===== src/rtl/demod_pkg.sv =====
// demod_pkg: shared state encoding, default settle length and sample extension helper.
package demod_pkg;
  typedef enum logic [1:0] {IDLE, SETTLE, RUN} arb_state_e;
  localparam int DEF_SETTLE_CYC = 64;
  localparam int MAX_W = 64;
  function automatic logic [MAX_W-1:0] sext_or_zext(input logic [MAX_W-1:0] sample, input int in_w, input logic signed_flag);
    logic [MAX_W-1:0] r;
    r = sample << (MAX_W - in_w);
    return signed_flag ? $unsigned($signed(r) >>> (MAX_W - in_w)) : r >> (MAX_W - in_w);
  endfunction
endpackage


===== src/rtl/demod_settle_timer.sv =====
// demod_settle_timer: loadable down-counter, done while the count sits at zero.
module demod_settle_timer #(
  parameter int CYC = 64
) (
  input  logic sys_clk,
  input  logic sys_rst_n,
  input  logic load,
  input  logic en,
  output logic done
);
  localparam int W = $clog2(CYC + 1);
  logic [W-1:0] cnt;
  always_ff @(posedge sys_clk) begin
    if (!sys_rst_n) cnt <= '0;
    else if (load) cnt <= W'(CYC - 1);
    else if (en && cnt != '0) cnt <= cnt - 1'b1;
  end
  assign done = cnt == '0;
endmodule


===== src/rtl/demod_output_arbiter.sv =====
// demod_output_arbiter: N_CH-way demod output selector with settle blanking.
// Define DEMOD_ARB_HOLD_EN to keep the last RUN sample on d_out in IDLE/SETTLE.
module demod_output_arbiter
  import demod_pkg::*;
#(
  parameter int N_CH = 4,
  parameter int IN_W = 16,
  parameter int OUT_W = 16,
  parameter logic [N_CH-1:0] SIGNED_MASK = 4'b0110,
  parameter int SETTLE_CYC = DEF_SETTLE_CYC,
  parameter int SEL_W = $clog2(N_CH)
) (
  input  logic                 sys_clk,
  input  logic                 sys_rst_n,
  input  logic [N_CH*IN_W-1:0] ch_data,
  input  logic [N_CH-1:0]      ch_valid,
  input  logic [SEL_W-1:0]     mode_select,
  input  logic                 run_en,
  output logic [OUT_W-1:0]     d_out,
  output logic                 d_valid,
  output logic [SEL_W-1:0]     active_mode,
  output logic                 switching,
  output logic [N_CH-1:0]      mode_onehot
);
`ifdef DEMOD_ARB_HOLD_EN
  localparam bit HOLD = 1'b1;
`else
  localparam bit HOLD = 1'b0;
`endif
  arb_state_e st, st_n;
  logic sel_ok, load, done, accept;
  always_comb begin
    st_n = st;
    load = 1'b0;
    sel_ok = run_en && 32'(mode_select) < N_CH;
    if (!sel_ok) st_n = IDLE;
    else if (st == IDLE || mode_select != active_mode) begin
      st_n = SETTLE;
      load = 1'b1;
    end else if (st == SETTLE && done) st_n = RUN;
    accept = st == RUN && st_n == RUN && ch_valid[active_mode];
  end
  demod_settle_timer #(.CYC(SETTLE_CYC)) u_timer (
    .sys_clk(sys_clk),
    .sys_rst_n(sys_rst_n),
    .load(load),
    .en(st == SETTLE),
    .done(done)
  );
  always_ff @(posedge sys_clk) begin
    if (!sys_rst_n) begin
      st <= IDLE;
      active_mode <= '0;
      d_out <= '0;
      d_valid <= 1'b0;
    end else begin
      st <= st_n;
      d_valid <= accept;
      if (load) active_mode <= mode_select;
      if (accept) d_out <= OUT_W'(sext_or_zext(MAX_W'(ch_data[active_mode*IN_W +: IN_W]), IN_W, SIGNED_MASK[active_mode]));
      else if (!HOLD && st_n != RUN) d_out <= '0;
    end
  end
  assign switching = st == SETTLE;
  assign mode_onehot = st == RUN ? N_CH'(1) << active_mode : '0;
endmodule


===== config.mk =====
export PLATFORM = sky130hd
export DESIGN_NAME = demod_output_arbiter
export DESIGN_NICKNAME = d
export VERILOG_FILES = /design/src/rtl/demod_pkg.sv /design/src/rtl/demod_settle_timer.sv /design/src/rtl/demod_output_arbiter.sv
export SDC_FILE = /design/constraint.sdc
export NUM_CORES = 1
export LEC_CHECK = 0
export ABC_CLOCK_PERIOD_IN_PS = 3300
export CAP_MARGIN = 20
export CORE_ASPECT_RATIO = 0.9
export CORE_MARGIN = 10
export CORE_UTILIZATION = 40
export DETAILED_ROUTE_END_ITERATION = 10
export GPL_ROUTABILITY_DRIVEN = 0
export PLACE_DENSITY_LB_ADDON = 0.1
export SETUP_SLACK_MARGIN = 0.1
export SLEW_MARGIN = 20
export SYNTH_ARGS = -nofsm -noshare
export SYNTH_HDL_FRONTEND = slang
export SYNTH_SLANG_ARGS = --single-unit

===== constraint.sdc =====
create_clock -name sys_clk -period 3.3 [get_ports sys_clk]
set_clock_uncertainty 0.05 [all_clocks]
set_input_delay 0.825 -clock sys_clk [delete_from_list [all_inputs] [get_ports sys_clk]]
set_output_delay 0.825 -clock sys_clk [all_outputs]
set_load 0.03 [all_outputs]

======== Yosys cells after proc, flatten, opt, wreduce, memory -nomap -nowiden ========
Cells that the tools add are included.
operators by class
  $add $sub $neg .......................... 1
  $lt $le $gt $ge ......................... 1
  equal/unequal tests ..................... 5
  shifts and indexed selects .............. 2
  mux-type cells .......................... 12
  bitwise logic cells ..................... 1
  reduce and logical (&&, ||, !) cells .... 11
operator list
  operator               number
  $shiftx A64 B7 Y16     1
  $mux W16               2
  $mux W6                2
  $logic_not A7 Y1       1
  $reduce_bool A7 Y1     1
  $sub A7 B1 Y7 const B  1
  $mux W2                3
  $eq A2 B2 Y1 const B   2
  $logic_and A1 B1 Y1    4
  $mux W4                1
  $reduce_bool A2 Y1     2
  $shl A1 B2 Y4 const A  1
  $lt A2 B3 Y1 const B   1
  $mux W1                3
  $bmux W1 S2            1
  $eq A2 B1 Y1 const B   1
  $logic_not A2 Y1       1
  $ne A2 B2 Y1           1
  $ne A2 B2 Y1 const B   1
  $reduce_or A2 Y1       1
  $logic_or A1 B1 Y1     1
  $not A1 Y1             1
word-level totals
  bits in registers ....................... 28

======== Longest topological paths before layout ========
Gate-level depths: netlist of the first run.
  word-level depth ........................ 9
  gate-level depth with buffers ........... 8
  gate-level depth less buffers ........... 6

======== Hierarchy ========
From an unflattened synthesis of the first run, not the netlist that was laid out.
unflattened totals
  cells, all modules ...................... 177
  area, all modules ....................... 1894.3 µm²
by module, submodules not included
  module                instances  cells each  area an instance (µm²)  seq. area each (µm²)
  demod_output_arbiter  1          127         1451.4                  420.4
  demod_settle_timer    1          50          442.9                   140.1

======== Worst setup path before layout of the first run ========
No wires, ideal clock.
  kind .................................... flip-flop to output port
  start ................................... register active_mode[0]
  end ..................................... output port mode_onehot[0]
  arrival time ............................ 1590 ps
  required time ........................... 2425 ps
  slack ................................... 835 ps
  cell stages (with the launch flop) ...... 4
  path buffers ............................ 2
  path through ............................ dfxtp_1 > buf_2 > buf_1 > nor3b_1
on the way
  longest elaborated chain between the ends .. 2
RTL lines
  what                    RTL line                    RTL
  start, declared         demod_output_arbiter.sv:21  output logic [SEL_W-1:0] active_mode,
  start signal, assigned  demod_output_arbiter.sv:59  if (load) active_mode <= mode_select;
  $shl A1 B2 Y4           demod_output_arbiter.sv:65  assign mode_onehot = st == RUN ? N_CH'(1) << active_mode : '0;
  $mux W4                 demod_output_arbiter.sv:65
  end, declared           demod_output_arbiter.sv:23  output logic [N_CH-1:0] mode_onehot
No other way between the ends.

======== Worst setup path after layout of the first run ========
  start ................................... register st[0]
  end ..................................... output port mode_onehot[0]
on the way
  longest elaborated chain between the ends .. 2
RTL lines
  what                    RTL line                    RTL
  start, declared         demod_output_arbiter.sv:30  arb_state_e st, st_n;
  start signal, assigned  demod_output_arbiter.sv:57  st <= st_n;
  $eq A2 B2 Y1            demod_output_arbiter.sv:65
  $mux W4                 demod_output_arbiter.sv:65
No other way between the ends.

==> flow_metrics.py, run 1 <==
metrics = {
    "status": {
        "run_status": "finished, final reports clean",
    },
    "global_route": {
        "grt-ovfl-total": 0,
        "grt_max_degree": 18,
        "grt_first_pass_wirelength_um": 8160,
        "number_of_antenna_violations_at_the_first_check_in_global_routing": 0,
        "groute.usage.overall_pct": 14.2,
        "grt_pass1_vias": 1605,
    },
    "run": {
        "max_cap_violations": 0,
    },
    "place": {
        "dp_hpwl_um": 4470,
        "port-buffer-count": 96,
        "detailed_place.area_um2": 2640,
        "post_place_cells": 283,
    },
    "timing": {
        "grt_setup_unrepaired": "false",
        "final-hold-violation-count": 0,
        "max_slew.worst_pin.slew_ns": 0.936,
        "period_share_pct": 82.5,
        "timing.setup.tns_ns": 0,
        "achievable-frequency_ghz": 0.367,
        "relSlewSlack_pct": 37.6,
        "slew_limit_fails": 0,
        "report.final.setup_viol": 0,
        "holdWs_ns": 0.457,
        "finalCriticalPeriod_ns": 2.72,
    },
    "critical_path": {
        "worstRegToRegCells": 5,
        "r2r_start": "active_mode[1]",
        "worst-path-buf-inv": 1,
        "timing.critical_path.cells": "and2b_2, nor3b_1, clkdlybuf4s50_1",
        "max_stage_delay_ns": 0.71,
        "startpoint_type": "flip-flop",
        "rr_endpoint": "d_out[1]",
        "critical_path_required_time_ns": 2.42,
        "timing.critical_path.max_delay_family": "buffers and inverters",
        "cp_data_arrival_time_ns": 1.85,
        "worst_path_max_delay_cell": "clkdlybuf4s50_1",
        "timing.critical_path.fanout_max": 7,
        "reg2reg_slack_ns": 0.97,
        "worst-setup-path-type": "reg2out",
        "worst-path-stages": 3,
        "type_of_destination_of_the_critical_path": "primary output",
        "setup.worst_path.start": "st[0]",
        "endpoint": "mode_onehot[0]",
    },
    "synth": {
        "number_of_warnings_reported_in_the_yosys_synthesis_log": 0,
        "netlist-cell-type-count": 39,
        "ys_seq_elements": 28,
        "postSynthNetCount": 221,
        "yosysSeqAreaShare_pct": 33.3,
        "netlist_area_um2": 1680,
        "postSynthAreaPerCell_um2": 11.5,
        "netlist_instances": 146,
    },
    "die": {
        "floorplan.initialDensity_pct": 41.3,
        "chip_width_um": 88.4,
        "rows": 22,
        "core-area_um2": 4070,
        "die_height_um": 81.6,
        "i_o_pin_count": 97,
        "fp.dieArea_um2": 7210,
    },
    "route": {
        "drtPass1Iterations": 5,
        "drc": 0,
        "detail_route.wirelength_um": 5340,
        "drt-vias-per-instance": 5.32,
        "number_of_routed_nets_with_antenna_violations": 0,
        "detailedRoute.firstIterationViolations": 59,
        "wl_per_instance_um": 18.6,
        "detailroute.via_count": 1526,
    },
    "clocking": {
        "level_count_of_the_clock_h_tree": 1,
        "numCtsBuffers": 3,
        "ctsRootBufferMaster": "clkbuf_8",
        "clock_tree.buffer_depth": 2,
        "cts.repair_timing.setup_buffer_count": 0,
        "tritoncts": "built",
        "cts.sink_count": 28,
        "clock_insertion_delay_at_the_later_pin_of_the_skew_report_ns": 0.27,
        "path_clk_slew_ns": 0.10,
        "ctsResizeCount": 0,
        "cts_hold_buf": 0,
    },
    "layout": {
        "non_filler_instance_count_after_layout": 287,
        "top_library_cells_by_usage_in_the_layout_fill_and_taps_aside": "clkdlybuf4s50_1, dfxtp_1, nor2_1",
        "final_common_cell": "clkdlybuf4s50_1",
        "fin_area_um2": 2720,
        "n_antenna_cell": 0,
        "nets_final": 315,
        "area_growth_pct": 61.2,
        "final_layout_size_suffix_gt1_share_pct": 9.21,
        "layout.core_utilization_pct": 66.6,
    },
    "pwr": {
        "power.static_leakage_uw": 0.000925,
        "irDropWorstVdd_v": 0.000356,
        "total_power_density_per_cell_area_nw_per_um2": 308,
    },
    "hold_path": {
        "min_path_cells": 2,
        "tightest_hold_check_type": "reg2reg",
    },
}
[metrics by stage]
step / power [uW] / setup slack [ns]
after detailed placement: 575 / 0.432
after global routing: 874 / 0.466
after global placement: 566 / 0.539
after CTS: 842 / 0.555
after floorplan: 463 / 0.835
final: 835 / 0.577
[flip-flops by register name (all words and copies together) (netlist names)]
register / flops
active_mode: 2
d_valid: 1
u_timer.cnt: 7
st: 2
d_out: 16
[synthesized netlist by cell type (all sizes together)]
| cell type | count | area share [%] |
|---|---|---|
| dfxtp | 28 | 33 |
| nor2 | 22 | 4.9 |
| mux2i | 18 | 11 |
| mux4 | 17 | 25 |
| buf | 7 | 4.2 |
| xnor2 | 6 | 3.1 |
| o21ai | 5 | 1.5 |
| a21oi | 4 | 1.2 |
| inv | 4 | 0.89 |
| nand2 | 4 | 0.89 |
| a211oi | 3 | 1.3 |
| and2b | 3 | 1.6 |
| clkbuf | 3 | 0.74 |
| a31oi | 2 | 0.74 |
| ha | 2 | 1.5 |
| nand3b | 2 | 0.89 |
| or3 | 2 | 0.82 |
| a21boi | 1 | 0.45 |
| a221oi | 1 | 0.52 |
| and2 | 1 | 0.37 |
| and3 | 1 | 0.37 |
| and3b | 1 | 0.52 |
| mux2 | 1 | 0.67 |
| nand3 | 1 | 0.30 |
| nor3 | 1 | 0.30 |
| nor3b | 1 | 0.45 |
| nor4 | 1 | 0.37 |
| nor4b | 1 | 1.4 |
| o211ai | 1 | 0.45 |
| or4 | 1 | 0.45 |
| or4b | 1 | 0.59 |
[worst min path at each step]
stage	from	slack, ns	end
2_1_floorplan	u_timer.cnt[6]	0.46	u_timer.cnt[6]
3_3_place_gp	d_out[2]	0.42	d_out[2]
3_5_place_dp	d_out[3]	0.43	d_out[3]
4_1_cts	d_out[3]	0.46	d_out[3]
5_1_grt	d_out[8]	0.50	d_out[8]
6_report	d_out[3]	0.46	d_out[3]
[routing by layer]
| layer | vias to the layer above | part of all wire, % | track usage, % |
|---|---|---|---|
| li1 | 736 | - | - |
| met1 | 730 | 39 | 16.0 |
| met2 | 58 | 52 | 26.0 |
| met3 | 2 | 8.8 | 5.14 |
| met4 | 0 | 0.15 | 1.77 |
| met5 | - | 0 | 0 |
[power breakdown]
| group | total, uW | internal [uW] | switching (uW) | leakage [uW] |
|---|---|---|---|---|
| Combinational | 202 | 137 | 64.3 | 0.000661 |
| Clock | 269 | 162 | 106 | 0.0000357 |
| Sequential | 365 | 349 | 16.1 | 0.000228 |
| Total | 835 | 649 | 187 | 0.000925 |
[logic make-up (layout without fill, tap and decap cells)]
group	Yosys count	after routing	share of synthesized area, %
AOI/OAI and AO/OA	17	17	6.17
adders and majority gates	2	2	1.49
buffers and inverters	14	107	5.87
xor gates and xnor gates	6	6	3.12
DFF	28	28	33.3
and+or+nand+nor	43	43	14.2
muxes	36	36	35.9
[area by class of cell]
class                      count  area, um2
clock buffer                   3       41.3
clock inverter                 1       30.0
fill                         348       1360
inverter                       4       15.0
multi-input combinational    104       1020
sequential                    28        561
tap                           48       60.1
timing repair buffer          99        983
[worst min-delay path, cell delays in order, from the launching register on]
cell,delay [ns]
dfxtp_1,0.34
mux2i_1,0.07
nor2_1,0.07
Note: power is estimated with default switching activity, not from simulation.
==> run 2: changes to the inputs <==
--- a/config.mk
+++ b/config.mk
@@ -5,11 +5,11 @@
 export SDC_FILE = /design/constraint.sdc
 export NUM_CORES = 1
 export LEC_CHECK = 0
-export ABC_CLOCK_PERIOD_IN_PS = 3300
+export ABC_CLOCK_PERIOD_IN_PS = 2600
 export CAP_MARGIN = 20
 export CORE_ASPECT_RATIO = 0.9
 export CORE_MARGIN = 10
-export CORE_UTILIZATION = 40
+export CORE_UTILIZATION = 38
 export DETAILED_ROUTE_END_ITERATION = 10
 export GPL_ROUTABILITY_DRIVEN = 0
 export PLACE_DENSITY_LB_ADDON = 0.1
==> constraint.sdc (replaced) <==
create_clock -name sys_clk -period 2.6 [get_ports sys_clk]
set_clock_uncertainty 0.05 [all_clocks]
set_input_delay 0.65 -clock sys_clk [delete_from_list [all_inputs] [get_ports sys_clk]]
set_output_delay 0.65 -clock sys_clk [all_outputs]
set_load 0.03 [all_outputs]
==> run 2 against run 1 <==
Effect of this change:
- register-to-register slack worse by 0.51 ns
- non-clock buffer count is 5 higher
- sequential cell count stayed put
- critical path depth is 1 higher
- largest power group unchanged
- critical endpoint is now mode_onehot[3]
- largest cell class unchanged
- worst hold slack worse by 0.0074 ns
- routed wire length is 1.8% lower
- die area is 4.0% higher
==> flow_metrics.py, run 2 (synthesized netlist as in run 1, its figures left out) <==
metrics = {
    "critical_path": {
        "critical_path_required_time_ns": 1.90,
        "startpoint_type": "flip-flop",
        "timing.critical_path.fanout_max": 13,
        "worst-setup-path-type": "reg2out",
        "cp_data_arrival_time_ns": 1.64,
        "type_of_destination_of_the_critical_path": "primary output",
    },
    "die": {
        "i_o_pin_count": 97,
        "die_height_um": 83.2,
        "fp.dieArea_um2": 7500,
        "chip_width_um": 90.2,
        "core-area_um2": 4180,
        "rows": 22,
        "floorplan.initialDensity_pct": 40.3,
    },
    "timing": {
        "max_slew.worst_pin.slew_ns": 0.471,
        "holdWs_ns": 0.449,
        "finalCriticalPeriod_ns": 2.34,
        "report.final.setup_viol": 0,
        "grt_setup_unrepaired": "false",
        "achievable-frequency_ghz": 0.427,
        "period_share_pct": 90.0,
        "final-hold-violation-count": 0,
        "final.setup.worst_slack_ns": 0.259,
        "slew_limit_fails": 0,
        "relSlewSlack_pct": 68.5,
        "timing.setup.tns_ns": 0,
    },
    "place": {
        "dp_hpwl_um": 4440,
        "placement.setup.worst_slack_ns": 0.181,
        "port-buffer-count": 96,
    },
    "global_route": {
        "grt_pass1_vias": 1651,
        "grt_max_degree": 17,
        "groute.usage.overall_pct": 13.6,
        "grt-ovfl-total": 0,
        "number_of_antenna_violations_at_the_first_check_in_global_routing": 0,
        "grt_first_pass_wirelength_um": 8560,
    },
    "pwr": {
        "total_power_density_per_cell_area_nw_per_um2": 382,
        "irDropWorstVdd_v": 0.000367,
        "fin_total_pwr_uw": 1050,
        "power.static_leakage_uw": 0.000979,
    },
    "clocking": {
        "clock_tree.buffer_depth": 2,
        "tritoncts": "built",
        "path_clk_slew_ns": 0.09,
        "ctsRootBufferMaster": "clkbuf_8",
        "numCtsBuffers": 3,
        "level_count_of_the_clock_h_tree": 1,
        "clock_insertion_delay_at_the_later_pin_of_the_skew_report_ns": 0.27,
        "cts.sink_count": 28,
    },
    "layout": {
        "n_antenna_cell": 0,
        "top_register": "d_out",
        "largest_register_ffs": 16,
        "area_growth_pct": 64.0,
        "layout.core_utilization_pct": 66.0,
        "nets_final": 320,
        "top_library_cells_by_usage_in_the_layout_fill_and_taps_aside": "clkdlybuf4s50_1, dfxtp_1, nor2_1",
        "final_common_cell": "clkdlybuf4s50_1",
        "final_layout_size_suffix_gt1_share_pct": 12.3,
        "filler_instances": 351,
        "biggestRegsByFlops": "d_out: 16 flops, u_timer.cnt: 7 flops",
    },
    "route": {
        "detailroute.via_count": 1535,
        "drtPass1Iterations": 4,
        "detailedRoute.firstIterationViolations": 41,
        "drc": 0,
        "detail_route.wirelength_um": 5240,
        "drt-vias-per-instance": 5.05,
        "wl_per_instance_um": 17.2,
        "number_of_routed_nets_with_antenna_violations": 0,
    },
    "run": {
        "max_cap_violations": 0,
    },
    "status": {
        "run_status": "finished, final reports clean",
    },
    "hold_path": {
        "tightest_hold_check_type": "reg2reg",
    },
}
-- run 2: cell count changes in the layout (fill, tap and decap cells not counted), sizes merged --
| cell | change |
|---|---|
| clkdlybuf4s50 | -5 |
| dlymetal6s2s | +1 |
| buf | +8 |
| dlygate4sd2 | +1 |
-- run 2: power breakdown --
| part | internal (uW) | leakage (uW) | switching (uW) |
|---|---|---|---|
| Combinational | 175 | 0.000715 | 78.7 |
| Sequential | 443 | 0.000228 | 20.7 |
| Clock | 206 | 0.0000357 | 131 |
-- run 2: through the flow --
| step | cell area [um2] | instances |
|---|---|---|
| final | 2760 | 304 |
| after global routing | 2760 | 304 |
| after CTS | 2760 | 304 |
| after detailed placement | 2690 | 300 |
| after global placement | 2690 | 300 |
| after floorplan | 1680 | 146 |
-- run 2: final timing paths --
kind         cells after the start  slack (ns)            from              to
min reg2reg                      2        0.45       d_out[14]       d_out[14]
max reg2reg                      6        0.46  active_mode[1]        d_out[4]
min                              2        0.45       d_out[14]       d_out[14]
max                              4        0.26  active_mode[0]  mode_onehot[3]
-- run 2: layout make-up --
| type | instances | area (um2) | area share, % |
|---|---|---|---|
| Clock buffer | 3 | 41.3 | 1.50 |
| Clock inverter | 1 | 30.0 | 1.09 |
| Inverter | 4 | 15.0 | 0.544 |
| Multi-Input combinational cell | 104 | 1020 | 37.1 |
| Sequential cell | 28 | 561 | 20.3 |
| Tap cell | 60 | 75.1 | 2.72 |
| Timing Repair Buffer | 104 | 1010 | 36.7 |
-- run 2: critical path, cell delays in order, from the launching register on --
cell,delay [ns]
dfxtp_1,0.52
buf_4,0.23
buf_4,0.26
and3_1,0.19
buf_4,0.16
-- run 2: repair_timing --
action / in CTS / in global routing
resized for setup: 1 / 1
setup buffers: 0 / 0
setup endpoints to repair: 1 / 1
hold buffers: 0 / 0
-- run 2: routing by layer --
layer	up-vias	share of wire (%)	routed length, um	GRT usage (%)
met5	-	0	0	0
met4	0	0.27	14	1.72
li1	746	-	-	-
met2	55	51	2650	23.8
met1	732	44	2280	16.1
met3	2	5.6	294	4.41
